`config.mk`:
```
export PLATFORM = sky130hd
export DESIGN_NAME = mem_rd_arbiter
export DESIGN_NICKNAME = d
export VERILOG_FILES = /design/src/rtl/mem_rd_arbiter.sv
export SDC_FILE = /design/constraint.sdc
export NUM_CORES = 1
export LEC_CHECK = 0
export CORE_AREA = 2 2 94 96
export CTS_CLUSTER_SIZE = 12
export DETAILED_ROUTE_END_ITERATION = 16
export DIE_AREA = 0 0 96 98
export GPL_ROUTABILITY_DRIVEN = 0
export PLACE_DENSITY = 0.78
export SETUP_SLACK_MARGIN = 0.1
export SYNTH_ARGS = -nofsm -noshare
export SYNTH_HDL_FRONTEND = slang
export SYNTH_SLANG_ARGS = --single-unit
```
`constraint.sdc`:
```
create_clock -name clk -period 1.6 [get_ports clk]
set_clock_uncertainty 0.2 [all_clocks]
set_input_delay 0.32 -clock clk [delete_from_list [all_inputs] [get_ports clk]]
set_output_delay 0.32 -clock clk [all_outputs]
set_load 0.1 [all_outputs]
```
`src/rtl/mem_rd_arbiter.sv`:
```
// Round-robin arbiter that shares one AXI-style read channel between the
// icache and dcache refill paths, one transaction at a time.
module mem_rd_arbiter #(
    parameter int unsigned BEAT_NUM = 4
) (
    input  logic        clk,
    input  logic        rst_n,

    input  logic        ic_rd_req_i,
    input  logic [31:0] ic_rd_addr_i,
    input  logic        ic_rd_line_i,
    output logic        ic_rd_gnt_o,
    output logic        ic_rd_valid_o,
    output logic        ic_rd_last_o,
    output logic [3:0]  ic_rd_idx_o,

    input  logic        dc_rd_req_i,
    input  logic [31:0] dc_rd_addr_i,
    input  logic        dc_rd_line_i,
    output logic        dc_rd_gnt_o,
    output logic        dc_rd_valid_o,
    output logic        dc_rd_last_o,
    output logic [3:0]  dc_rd_idx_o,

    output logic [31:0] rd_data_o,

    output logic        arvalid_o,
    input  logic        arready_i,
    output logic [31:0] araddr_o,
    output logic [7:0]  arlen_o,
    output logic [2:0]  arsize_o,
    output logic [1:0]  arburst_o,

    input  logic        rvalid_i,
    output logic        rready_o,
    input  logic [31:0] rdata_i,
    input  logic        rlast_i
);

    localparam int unsigned LINE_BYTES = BEAT_NUM * 4;
    localparam logic [31:0] LINE_MASK  = ~32'(LINE_BYTES - 1);
    localparam logic [7:0]  LINE_LEN   = 8'(BEAT_NUM - 1);
    localparam logic [3:0]  LINE_LAST  = 4'(BEAT_NUM - 1);
    localparam logic        OWN_IC     = 1'b0;
    localparam logic        OWN_DC     = 1'b1;

    typedef enum logic [1:0] {
        IDLE = 2'd0,
        ADDR = 2'd1,
        DATA = 2'd2
    } state_e;

    state_e      state_q, state_d;
    logic        owner_q, owner_d;
    logic        last_owner_q, last_owner_d;
    logic        line_q, line_d;
    logic [31:0] araddr_q, araddr_d;
    logic [7:0]  arlen_q, arlen_d;
    logic [2:0]  arsize_q, arsize_d;
    logic [1:0]  arburst_q, arburst_d;
    logic [3:0]  beat_q, beat_d;

    logic        pick_dc;
    logic [31:0] sel_addr;

    // State and transaction registers
    always_ff @(posedge clk or negedge rst_n) begin
        if (!rst_n) begin
            state_q      <= IDLE;
            owner_q      <= OWN_IC;
            last_owner_q <= OWN_IC;
            line_q       <= 1'b0;
            araddr_q     <= 32'd0;
            arlen_q      <= 8'd0;
            arsize_q     <= 3'd0;
            arburst_q    <= 2'd0;
            beat_q       <= 4'd0;
        end else begin
            state_q      <= state_d;
            owner_q      <= owner_d;
            last_owner_q <= last_owner_d;
            line_q       <= line_d;
            araddr_q     <= araddr_d;
            arlen_q      <= arlen_d;
            arsize_q     <= arsize_d;
            arburst_q    <= arburst_d;
            beat_q       <= beat_d;
        end
    end

    // Arbitration and next-state logic
    always_comb begin
        state_d      = state_q;
        owner_d      = owner_q;
        last_owner_d = last_owner_q;
        line_d       = line_q;
        araddr_d     = araddr_q;
        arlen_d      = arlen_q;
        arsize_d     = arsize_q;
        arburst_d    = arburst_q;
        beat_d       = beat_q;
        pick_dc      = 1'b0;
        sel_addr     = 32'd0;

        case (state_q)
            IDLE: begin
                if (ic_rd_req_i || dc_rd_req_i) begin
                    // On conflict the requester that did not own the last transaction wins
                    pick_dc   = dc_rd_req_i && (!ic_rd_req_i || (last_owner_q == OWN_IC));
                    owner_d   = pick_dc ? OWN_DC : OWN_IC;
                    line_d    = pick_dc ? dc_rd_line_i : ic_rd_line_i;
                    sel_addr  = pick_dc ? dc_rd_addr_i : ic_rd_addr_i;
                    araddr_d  = line_d ? (sel_addr & LINE_MASK) : sel_addr;
                    arlen_d   = line_d ? LINE_LEN : 8'd0;
                    arsize_d  = 3'b010;
                    arburst_d = 2'b01;
                    state_d   = ADDR;
                end
            end
            ADDR: begin
                if (arready_i) begin
                    beat_d       = 4'd0;
                    last_owner_d = owner_q;
                    state_d      = DATA;
                end
            end
            DATA: begin
                if (rvalid_i) begin
                    beat_d = beat_q + 4'd1;
                    if (rlast_i) begin
                        state_d = IDLE;
                    end
                end
            end
            default: state_d = IDLE;
        endcase
    end

    logic in_addr_c;
    logic in_data_c;
    logic beat_c;

    assign in_addr_c = (state_q == ADDR);
    assign in_data_c = (state_q == DATA);
    assign beat_c    = in_data_c && rvalid_i;

    assign arvalid_o = in_addr_c;
    assign araddr_o  = araddr_q;
    assign arlen_o   = arlen_q;
    assign arsize_o  = arsize_q;
    assign arburst_o = arburst_q;
    assign rready_o  = in_data_c;
    assign rd_data_o = in_data_c ? rdata_i : 32'd0;

    // Beat return is zero-latency from the bus to the owning cache
    assign ic_rd_gnt_o   = in_addr_c && arready_i && (owner_q == OWN_IC);
    assign ic_rd_valid_o = beat_c && (owner_q == OWN_IC);
    assign ic_rd_last_o  = beat_c && rlast_i && (owner_q == OWN_IC);
    assign ic_rd_idx_o   = (in_data_c && (owner_q == OWN_IC)) ? beat_q : 4'd0;

    assign dc_rd_gnt_o   = in_addr_c && arready_i && (owner_q == OWN_DC);
    assign dc_rd_valid_o = beat_c && (owner_q == OWN_DC);
    assign dc_rd_last_o  = beat_c && rlast_i && (owner_q == OWN_DC);
    assign dc_rd_idx_o   = (in_data_c && (owner_q == OWN_DC)) ? beat_q : 4'd0;

    // A final beat arriving at the wrong count is a bus protocol violation
    always_ff @(posedge clk) begin
        if (rst_n && in_data_c && rvalid_i && rlast_i) begin
            assert (beat_q == (line_q ? LINE_LAST : 4'd0))
            else $error("mem_rd_arbiter: rlast on beat %0d", beat_q);
        end
    end

endmodule

```
**Word-level counts from Yosys, hierarchy flattened**

Cells that the tools add are included.

- ROM bits: 0
- Flip-flop bits (word level): 49
- Logic and storage cells: 53
- Memories kept: 0
- Memory bits (writable): 0
- Output and inout bits: 93
- Bits in latches: 0

- Reduce and logical (&&, ||, !) cells: 21
- Magnitude comparators: 0
- Divide/modulo/power cells: 0
- Shifts and indexed selects: 0
- Bitwise gates (word level): 2
- Eq/ne operators: 6
- Multiply operators: 0
- Muxes and demuxes: 16
- Add/subtract/negate cells: 1

Operators with widths:

| cell | count |
|---|---|
| 2-to-1 mux 32 bit | 2 |
| 2-to-1 mux 4 bit | 5 |
| logical AND 1 bit | 12 |
| 2-to-1 mux 2 bit | 5 |
| != test 2 bit, second input constant | 4 |
| case mux 4 bit (2 select lines) | 1 |
| case mux 2 bit (3 select lines) | 1 |
| adder 4 x 1 -> 4 bit, second input constant | 1 |
| AND reduction 2 bit | 2 |
| AND reduction 4 bit | 1 |
| AND reduction 3 bit | 1 |
| == test 2 x 1 -> 1 bit, second input constant | 1 |
| == test 2 bit, second input constant | 1 |
| zero test 2 bit | 1 |
| logical OR 1 bit | 2 |
| 2-to-1 mux 1 bit | 2 |
| NOT 1 bit | 2 |
| nonzero test 2 bit | 1 |
| zero test 1 bit | 1 |

**Logic depth before layout (Yosys ltp)**

- Word-level depth: 5
- Mapped depth: 6
- Gate-level depth less buffers: 3

**Worst setup path before layout**

No wires, ideal clock.

- Path type: reg-to-output
- Start point: register state_q[1]
- End point: output port dc_rd_last_o
- Data arrival time: 2.608 ns
- Buffers on the path: 3
- Required time: 1.080 ns
- Slack: -1.528 ns
- Stages on the path, launching flop included: 7
- Cells stage by stage: dfrtp_1 -> buf_2 -> nor2b_1 -> buf_2 -> buf_2 -> nand2_1 -> nor2_1

- Cells in the longest elaborated chain, start to end: 4

Ends and longest elaborated chain:

| element | RTL line | source |
|---|---|---|
| start, declared | 53 | `state_e state_q, state_d;` |
| start signal, assigned | 79 | `state_q <= state_d;` |
| == test 2 bit | 144 | `assign in_data_c = (state_q == DATA);` |
| named net rready_o | 35 | `output logic rready_o,` |
| logical AND 1 bit | 145 | `assign beat_c = in_data_c && rvalid_i;` |
| logical AND 1 bit (2 in a row) | 163 | `assign dc_rd_last_o = beat_c && rlast_i && (owner_q == OWN_DC);` |
| end, declared | 22 | `output logic dc_rd_last_o,` |

The timed path passes the listed nets, and every way through them passes these cells.

**Worst setup path after layout**

- Start point: register state_q[0]
- End point: output port ic_rd_gnt_o

- Cells in the longest elaborated chain, start to end: 3

Ends and longest elaborated chain:

| element | RTL line | source |
|---|---|---|
| == test 2 x 1 -> 1 bit | 143 | `assign in_addr_c = (state_q == ADDR);` |
| logical AND 1 bit (2 in a row) | 156 | `assign ic_rd_gnt_o = in_addr_c && arready_i && (owner_q == OWN_IC);` |
| end, declared | 12 | `output logic ic_rd_gnt_o,` |

No other way between the ends.

==> results by group <==
Outcome
  – Status: finished with violations
  – Failing checks: negative setup slack

Clocking
  – CTS tree: built
  – Cts bufs inserted: 5
  – Clk buf depth: 2
  – CTS H-tree depth: 2
  – TritonCTS Sinks: between 40 and 50
  – Worst skew pair latency: 0.29 ns
  – Clk slew on worst S/H paths: approximately 0.080 ns
  – Clock Root Buffer: clkbuf_8

Detailed routing
  – Drt pass-1 iters: 4
  – Total Routed Length: 9.23 mm
  – Top routing layer used: met4
  – Remaining DRCs: 0
  – Post-detailed-route wirelength per cell: 16.6 um
  – M1 wire length: between 3 and 4 mm
  – Final ANT Viol Nets: 0
  – Via Count: 2564
  – DR iter-0 viols: 30
  – Routed wl met3: 992 um
  – Via-to-Cell Ratio: 4.61
  – Met2 WL post-DR: 5.09 mm

Synth
  – Unique masters post-synth: 28
  – Count of warnings emitted by yosys: 0
  – Synthesis-stage register bit count: 42
  – EDFF count, synth: 0
  – Post-synth ARST share: 1.00
  – Main synth FF type: dfrtp_1
  – Mapped Avg Cell Area: 11.2 um2
  – Mapped Cells: 227
  – Synthesized cell area: 2550 um2
  – Register area share after synthesis: 0.412

Power and ir drop
  – Power density over the cells: 2300 nW/um2
  – Comb pwr share: 0.800
  – Sw Ratio: 0.531
  – Clk pwr share: 0.050
  – Leak pwr: 2.83 nW
  – Net Sw Power: 7.69 mW
  – Seq pwr share: 0.150
  – Peak supply drop: 0.00185 V
  – Int Pwr: a little under 7 mW

STA
  – Fin crit period: 2.04 ns
  – Slew Viols, Final: 0
  – Tcrit/Tclk final: 1.27
  – RSZ-0062 raised after global routing: yes
  – Endpoints failing setup: 82
  – Worst hold slack: 0.346 ns
  – Fmax: 491 MHz
  – Hold Fails Final Rpt: 0
  – Fin worst setup slack: -0.436 ns

Placed design
  – DP Area: between 5000 and 6000 um2
  – Placement Setup Slack: -0.628 ns
  – I/O Buffers: 188
  – DP Cell Count: approximately 530
  – Post-DP HPWL: between 6 and 7 mm

Run
  – Max-Cap Viols: 0

Final layout
  – Most frequent cells in the layout: clkdlybuf4s50_1, buf_12, mux2_4, dfrtp_1, and2_4
  – Layout fillers: 518
  – Non-Filler Instances: 556
  – Fin area: 6310 um2
  – Share of cells above drive strength 1: 0.565
  – Nets: 553
  – Area grow syn2layout: 147%
  – Most common cell after layout, fill and taps aside: clkdlybuf4s50_1
  – N_diodes: 0

Global routing
  – Gr ovfl total: 0
  – Largest net degree at the start of global routing: 43
  – Initial antenna violation count: 0
  – Global-route wire length before repair: 14.1 mm
  – Number of global-route vias before repair: 2741
  – GR Util All Layers: 0.191

Floorplanning
  – Die ar.: ~9400 um2
  – Die Span Y: 98 um
  – Core area: 8470 um2
  – Site row count: 34
  – Die width: approximately 96 um
  – Starting Density: 0.302
  – IO Pins: 198

Min path
  – HP Class: input port to asynchronous set/reset pin

Setup path
  – Critical Path Source Type: register
  – Worst Path Max Fanout: 3
  – Worst Path Arrival: between 1.5 and 2 ns
  – WS Path Type: register to output pin
  – CP Capture Type: output pin
  – Worst Path Required: 1.08 ns
[repair_timing]
item / CTS / global route
setup buffers: 11 / 4
pin swaps: 6 / 12
hold endpoints to repair: 42 / 0
hold buffers: 1 / 0
cloned: 4 / 1
gates resized for setup: 21 / 24
endpoints found under the setup margin: 91 / 93
[worst paths after layout]
kind / cells past startpoint / startpoint / endpoint / slack (ns)
max: 6 / state_q[0] / ic_rd_gnt_o / -0.44
min: 3 / rst_n / araddr_o[18] / 0.35
max reg2reg: 6 / state_q[0] / araddr_o[4] / -0.24
min reg2reg: 1 / beat_q[3] / beat_q[3] / 0.37
max in group asynchronous: 3 / rst_n / arlen_o[0] / 0.60
min in group clk: 1 / beat_q[3] / beat_q[3] / 0.37
[per-layer routing]
metal  global-route usage  vias up
li1                     -     1196
met1                0.196     1224
met2                0.365      138
met3               0.0741        6
met4               0.0308        0
met5                    0        -
[per-stage QoR]
step	total power, mW	util	TNS, ns
finish	14.5	0.745	-24.86
global route	15.0	0.745	-29.58
CTS	14.4	0.731	-27.31
detailed placement	13.0	0.687	-26.26
global placement	12.8	0.687	-24.45
floorplan	9.10	-	-18.19
[sequential cells by signal, indices dropped and copies added, names as in the netlist]
register and count:
beat_q 4, arburst_o 1, arlen_o 1, last_owner_q 1, state_q 2, owner_q 1, araddr_o 32
[cell families (layout without fill, tap and decap cells)]
| kind of cell | after synthesis | count (layout) | share of synthesized area |
|---|---|---|---|
| mux | 65 | 65 | 0.284 |
| other cells | 1 | 9 | 0.00147 |
| compound gates | 20 | 20 | 0.0534 |
| simple gates | 70 | 70 | 0.169 |
| fa+ha+maj | 1 | 1 | 0.00490 |
| flops | 42 | 42 | 0.412 |
| buf+inv | 28 | 241 | 0.0755 |
[power groups by stage]
stage | combinational (mW) | sequential (mW) | clock (mW)
floorplan | 4.15 | 4.95 | 0
global placement | 10.7 | 2.16 | 0
detailed placement | 10.8 | 2.18 | 0
CTS | 11.4 | 2.17 | 0.748
global route | 11.9 | 2.24 | 0.801
finish | 11.6 | 2.17 | 0.728
[final cells by class]
| class | instances | area (um2) | area share |
|---|---|---|---|
| Tap cell | 108 | 135 | 0.0214 |
| Clock buffer | 6 | 82.6 | 0.0131 |
| Inverter | 3 | 11.3 | 0.00178 |
| Multi-Input combinational cell | 165 | 1730 | 0.274 |
| Clock inverter | 2 | 12.5 | 0.00198 |
| Timing Repair Buffer | 230 | 3280 | 0.520 |
| Sequential cell | 42 | 1060 | 0.168 |
[cell usage after synthesis (2+ instances only)]
cell type   n  area share
nand2_1     4      0.0059
inv_1       3      0.0044
mux2_1     31        0.14
or2_1       2      0.0049
buf_4      12       0.035
dfrtp_1    42        0.41
mux2i_1     5       0.020
a311oi_1    2      0.0069
nor3_1      2      0.0039
and2_1     38       0.093
a21o_1      2      0.0059
clkbuf_1    4      0.0059
a21oi_1     7       0.014
buf_6       5       0.022
mux2_2     29        0.13
o21ai_0     4      0.0078
and4_1      2      0.0069
o31ai_1     4       0.012
and3_1      6       0.015
nor2_1      5      0.0074
buf_2       4      0.0078
nor2b_1     8       0.020
[critical path, cell delays in order, from the launching register on]
cell     delay (ns)
dfrtp_1        0.42
buf_6          0.13
buf_6          0.10
nand2_4        0.05
buf_6          0.12
nor3_4         0.21
buf_12         0.20
Power figures use the tool's default switching activity.
